## src/rtl/dead_time_gen_if.sv

```systemverilog
// Gate-drive bundle for dead_time_gen: PWM command and enable in, complementary drives out.
// Handshake: none -- all inputs are levels sampled on every rising clk edge; outputs are registered levels.
interface dead_time_gen_if #(
  parameter int DT_W = 8
);
  logic            ena;
  logic            in;
  logic [DT_W-1:0] dead_ticks;
  logic            out_hi;
  logic            out_lo;
  logic            in_dead;
  logic [4:0]      state_dbg;

  modport master (
    output ena, in, dead_ticks,
    input  out_hi, out_lo, in_dead, state_dbg
  );

  modport slave (
    input  ena, in, dead_ticks,
    output out_hi, out_lo, in_dead, state_dbg
  );
endinterface

```

## src/rtl/dead_time_gen.sv

```systemverilog
// Complementary gate-drive generator with programmable break-before-make dead time.
// Optional macro DEAD_TIME_SYNC_EN adds a 2-flop synchroniser on the PWM command input.
module dead_time_gen #(
  parameter int DT_W = 8
) (
  input  logic            clk,
  input  logic            rst,
  dead_time_gen_if.slave  bus
);

  typedef enum logic [4:0] {
    S_IDLE    = 5'b00001,
    S_HI_ON   = 5'b00010,
    S_DEAD_HL = 5'b00100,
    S_LO_ON   = 5'b01000,
    S_DEAD_LH = 5'b10000
  } state_e;

  state_e          state_q, state_d;
  logic [DT_W-1:0] cnt_q, cnt_d;
  logic [DT_W-1:0] dt_lat_q, dt_lat_d;
  logic            from_idle_q, from_idle_d;
  logic            in_q, in_d;
  logic [DT_W-1:0] dt_eff;

`ifdef DEAD_TIME_SYNC_EN
  logic sync1_q, sync2_q;

  always_ff @(posedge clk) begin
    if (!rst) begin
      sync1_q <= 1'b0;
      sync2_q <= 1'b0;
    end else begin
      sync1_q <= bus.in;
      sync2_q <= sync1_q;
    end
  end

  assign in_d = sync2_q;
`else
  assign in_d = bus.in;
`endif

  assign dt_eff = (bus.dead_ticks == '0) ? DT_W'(1) : bus.dead_ticks;

  // A dead phase entered from IDLE has no side that was on, so a level change
  // restarts the count in the opposite dead state instead of reverting.
  always_comb begin
    state_d     = state_q;
    cnt_d       = cnt_q;
    dt_lat_d    = dt_lat_q;
    from_idle_d = from_idle_q;
    if (!bus.ena) begin
      state_d     = S_IDLE;
      cnt_d       = '0;
      from_idle_d = 1'b0;
    end else begin
      case (state_q)
        S_IDLE: begin
          state_d     = in_q ? S_DEAD_LH : S_DEAD_HL;
          cnt_d       = DT_W'(1);
          dt_lat_d    = dt_eff;
          from_idle_d = 1'b1;
        end
        S_HI_ON: begin
          if (!in_q) begin
            state_d     = S_DEAD_HL;
            cnt_d       = DT_W'(1);
            dt_lat_d    = dt_eff;
            from_idle_d = 1'b0;
          end
        end
        S_LO_ON: begin
          if (in_q) begin
            state_d     = S_DEAD_LH;
            cnt_d       = DT_W'(1);
            dt_lat_d    = dt_eff;
            from_idle_d = 1'b0;
          end
        end
        S_DEAD_HL: begin
          if (in_q) begin
            if (from_idle_q) begin
              state_d  = S_DEAD_LH;
              cnt_d    = DT_W'(1);
              dt_lat_d = dt_eff;
            end else begin
              state_d = S_HI_ON;
              cnt_d   = '0;
            end
          end else if (cnt_q == dt_lat_q) begin
            state_d = S_LO_ON;
            cnt_d   = '0;
          end else begin
            cnt_d = cnt_q + DT_W'(1);
          end
        end
        S_DEAD_LH: begin
          if (!in_q) begin
            if (from_idle_q) begin
              state_d  = S_DEAD_HL;
              cnt_d    = DT_W'(1);
              dt_lat_d = dt_eff;
            end else begin
              state_d = S_LO_ON;
              cnt_d   = '0;
            end
          end else if (cnt_q == dt_lat_q) begin
            state_d = S_HI_ON;
            cnt_d   = '0;
          end else begin
            cnt_d = cnt_q + DT_W'(1);
          end
        end
        default: begin
          state_d = S_IDLE;
          cnt_d   = '0;
        end
      endcase
    end
  end

  always_ff @(posedge clk) begin
    if (!rst) begin
      state_q     <= S_IDLE;
      cnt_q       <= '0;
      dt_lat_q    <= '0;
      from_idle_q <= 1'b0;
      in_q        <= 1'b0;
    end else begin
      state_q     <= state_d;
      cnt_q       <= cnt_d;
      dt_lat_q    <= dt_lat_d;
      from_idle_q <= from_idle_d;
      in_q        <= in_d;
    end
  end

  // Outputs come straight from one-hot state flops, so they can never overlap.
  assign bus.out_hi    = state_q[1];
  assign bus.out_lo    = state_q[3];
  assign bus.in_dead   = state_q[2] | state_q[4];
  assign bus.state_dbg = state_q;

endmodule

```

## src/flat_wrapper.sv

```systemverilog
// flat-port wrapper written by rule: the top's interface ports become plain ports
module dead_time_gen_flat 
#(
  parameter int DT_W = 8
)
  (clk, rst, bus_ena, bus_in, bus_dead_ticks, bus_out_hi, bus_out_lo, bus_in_dead, bus_state_dbg);
  dead_time_gen_if #(.DT_W(DT_W)) bus_i ();
  input  logic clk;
  input  logic rst;
  input wire logic [$bits(bus_i.ena)-1:0] bus_ena;
  input wire logic [$bits(bus_i.in)-1:0] bus_in;
  input wire logic [$bits(bus_i.dead_ticks)-1:0] bus_dead_ticks;
  output wire logic [$bits(bus_i.out_hi)-1:0] bus_out_hi;
  output wire logic [$bits(bus_i.out_lo)-1:0] bus_out_lo;
  output wire logic [$bits(bus_i.in_dead)-1:0] bus_in_dead;
  output wire logic [$bits(bus_i.state_dbg)-1:0] bus_state_dbg;
  assign bus_i.ena = bus_ena;
  assign bus_i.in = bus_in;
  assign bus_i.dead_ticks = bus_dead_ticks;
  assign bus_out_hi = bus_i.out_hi;
  assign bus_out_lo = bus_i.out_lo;
  assign bus_in_dead = bus_i.in_dead;
  assign bus_state_dbg = bus_i.state_dbg;
  dead_time_gen #(.DT_W(DT_W)) u_core (.clk(clk), .rst(rst), .bus(bus_i));
endmodule
```

## config.mk

```make
export PLATFORM = sky130hd
export DESIGN_NAME = dead_time_gen_flat
export DESIGN_NICKNAME = d
export VERILOG_FILES = /design/src/rtl/dead_time_gen_if.sv /design/src/rtl/dead_time_gen.sv /design/src/flat_wrapper.sv
export SDC_FILE = /design/constraint.sdc
export NUM_CORES = 1
export LEC_CHECK = 0
export ABC_AREA = 1
export CORE_MARGIN = 5
export CORE_UTILIZATION = 56
export CTS_BUF_LIST = sky130_fd_sc_hd__clkbuf_8
export DETAILED_ROUTE_END_ITERATION = 16
export GPL_ROUTABILITY_DRIVEN = 0
export HOLD_SLACK_MARGIN = 0.02
export PLACE_DENSITY_LB_ADDON = 0.25
export SYNTH_ARGS = -nofsm -noshare
export SYNTH_HDL_FRONTEND = slang
export SYNTH_SLANG_ARGS = --single-unit
```

## constraint.sdc

```tcl
create_clock -name clk -period 1.9 [get_ports clk]
set_input_delay 0.285 -clock clk [delete_from_list [all_inputs] [get_ports clk]]
set_output_delay 0.285 -clock clk [all_outputs]
set_load 0.01 [all_outputs]
```

==> summary.md <==
| Metric | Value |
|---|---|
| Congestion Overflow GR | 0 |
| Routed Antenna Nets | 0 |
| WL/cell | 12.2 µm |
| Final Hold Slack | between 0.5 and 0.6 ns |
| Fraction of registers with async set/reset | 0% |
| Crit start category | register |
| Number of flops mapped to enable cells by yosys | 0 |
| Largest net degree at the start of global routing | 14 |
| Unrepaired setup endpoints after global routing | false |
| Wl on met1 | roughly 1400 µm |
| Site Rows | 18 |
| Endpoints failing setup | 0 |
| Synth Area per Inst | 7.31 µm² |
| Synth Instances | 193 |
| Initial drt markers | 52 |
| Die Y | roughly 60 µm |
| Lkg Pwr | roughly 0.70 nW |
| Post-route insts no fill | about 250 |
| Critical path arrival | about 1.5 ns |
| CTS tree | done |
| Core area | 2430 µm² |
| Syn_nets | 206 |
| Placed Cells | about 240 |
| Sequential Area | 460 µm² |
| Final wirelength | roughly 3000 µm |
| Max-Cap Viols | 0 |
| Drt drc | 0 |
| Total power | 1.04 mW |
| Worst-path clk slew | 0.08 ns |
| Worst-Skew Late Latency | ~0.26 ns |
| Relative slew slack | 79.6% |
| Register area share after synthesis | 32.7% |
| Fin crit period | 1.75 ns |
| # port buffers | 19 |
| Die area | 3620 µm² |
| Top_reg_cell synth | dfxtp_1 |
| FILL cells | 217 |
| Hpwl dp | 2380 µm |
| Syn-to-layout area delta | 19.1% |
| Cts repair resizes | 0 |
| I/O Pins | 20 |
| Nets | 229 |
| YS warnings | 0 |
| Vias post-DR | 1291 |
| # diodes | 0 |
| CP Max Fanout | 6 |
| Setup TNS | 0 ns |
| Final Hold Fails | 0 |
| Maximum VDD drop | ~530 µV |
| Multi-input logic area | 823 µm² |
| Antenna violations before repair | 0 |
| PwrDens | just over 600 nW/µm² |
| Metal3 WL | 143 µm |
| First-pass GRT wire length | around 5200 µm |
| Clock tree buffer depth | 2 |
| Required time worst endpoint | 1.62 ns |
| Top Metal Used | met4 |
| Detail Route met2 WL | 1390 µm |
| CTS Hold Buffers Added | 0 |
| Status | finished clean |
| H-tree Lvls | 1 |
| Pre-antenna DRT Iters | 4 |
| CP endpoint kind | output port |
| Post-Synthesis Cell Area | around 1400 µm² |
| # Post-CTS Setup Buffers | 0 |
| Num CTS Buffers | 3 |
| CTS sink count | 23 |
| Die W | 60.2 µm |
| Hold crit path type | register to register |
| WS Path Type | register to output port |
| Synthesized flop and latch total | 23 |
| Total Routing Usage GR | 18.8% |
| Layout cell share with drive strength beyond 1 | 20.9% |
| Worst-margin pin slew | just over 0.3 ns |
| Synth cell types | 35 |
| Via density | 5.27 |
| Initial Util | around 58% |
| Skew final | 0.00102 ns |
| FMAX | 572 MHz |
| Vias in the first global route | 1255 |
| Clock root cell | clkbuf_8 |
| Tcrit/Tclk final | 92.0% |
| Max Transition Viols Final | 0 |
-- power breakdown --
| group | internal (mW) | switching (mW) | leakage (nW) | total, mW |
|---|---|---|---|---|
| combinational | 0.0892 | 0.115 | 0.482 | 0.204 |
| clock | 0.146 | 0.157 | 0.0255 | 0.303 |
| sequential | 0.508 | 0.0243 | 0.188 | 0.532 |
| total | 0.743 | 0.296 | 0.696 | 1.04 |
-- layout make-up --
class,count,area share (%)
timing repair buffer,21,12.2
sequential,23,27.4
clock inverter,1,0.298
inverter,25,6.33
clock buffer,3,2.46
multi-input combinational,142,49.0
tap,30,2.24
-- synth_stat cells, types with 2 or more instances --
cell type / number / area, µm²
inv_1: 19 / 71.3
nor3_1: 9 / 45.0
dfxtp_1: 23 / 460
nor2_4: 2 / 22.5
nand2_4: 5 / 56.3
nand2_1: 49 / 184
nor2_1: 17 / 63.8
nand3_1: 6 / 30.0
xnor2_1: 3 / 26.3
nand2_2: 6 / 37.5
o21ai_1: 7 / 35.0
nand3_2: 5 / 50.1
o21ai_2: 2 / 17.5
nand4_1: 2 / 12.5
inv_2: 5 / 18.8
buf_4: 2 / 15.0
a21oi_1: 8 / 40.0
nor3b_2: 2 / 25.0
nor2_2: 5 / 31.3
-- flip-flops by register name, indices dropped and copies added (netlist names) --
name,cells
u_core.bus.state_dbg,5
u_core.dt_lat_q,8
u_core.from_idle_q,1
u_core.cnt_q,8
u_core.in_q,1
-- layout by cell type, fill, tap and decap left out, drive strengths merged, types with 3 or more instances in the layout --
cell type / count
a21oi: 9
clkbuf: 3
clkdlybuf4s50: 19
dfxtp: 23
inv: 24
nand2: 60
nand3: 11
nand4: 4
nor2: 25
nor3: 10
o21ai: 10
xnor2: 3
-- kinds of logic after synthesis --
group | count (synthesis) | share of synthesized area (%)
and+or+nand+nor | 114 | 45.0
buffers and inverters | 28 | 8.96
AOI/OAI and AO/OA | 23 | 10.0
DFF | 23 | 32.7
xor gates and xnor gates | 4 | 2.48
adders and majority gates | 1 | 0.887
-- per-layer routing --
metal | up-vias | GRT usage, %
met2 | 36 | 29.5
met5 | - | 0
met3 | 8 | 4.10
met4 | 0 | 9.18
met1 | 581 | 24.0
li1 | 666 | -
-- worst max-delay path, cell delays in order, from the launching register on --
cell and delay (ns):
dfxtp_1 0.51, nor2_2 0.11, inv_1 0.06, clkdlybuf4s50_1 0.53
-- metrics by stage --
stage	setup slack (ns)	utilization [%]	area (µm²)
finish	0.151	69.0	1680
CTS	0.140	69.0	1680
floorplan	0.433	-	1410
global placement	0.369	67.1	1630
detailed placement	0.355	67.1	1630
global route	0.0750	69.0	1680
-- path summary, 6_finish.rpt --
path | startpoint | slack [ns] | depth (start not counted) | endpoint
max | u_core.bus.state_dbg[4] | 0.15 | 3 | bus_in_dead
min | u_core.cnt_q[1] | 0.53 | 2 | u_core.cnt_q[1]
min reg2reg | u_core.cnt_q[1] | 0.53 | 2 | u_core.cnt_q[1]
max reg2reg | u_core.bus.state_dbg[1] | 0.33 | 11 | u_core.dt_lat_q[6]
(Power assumes the default switching activity.)
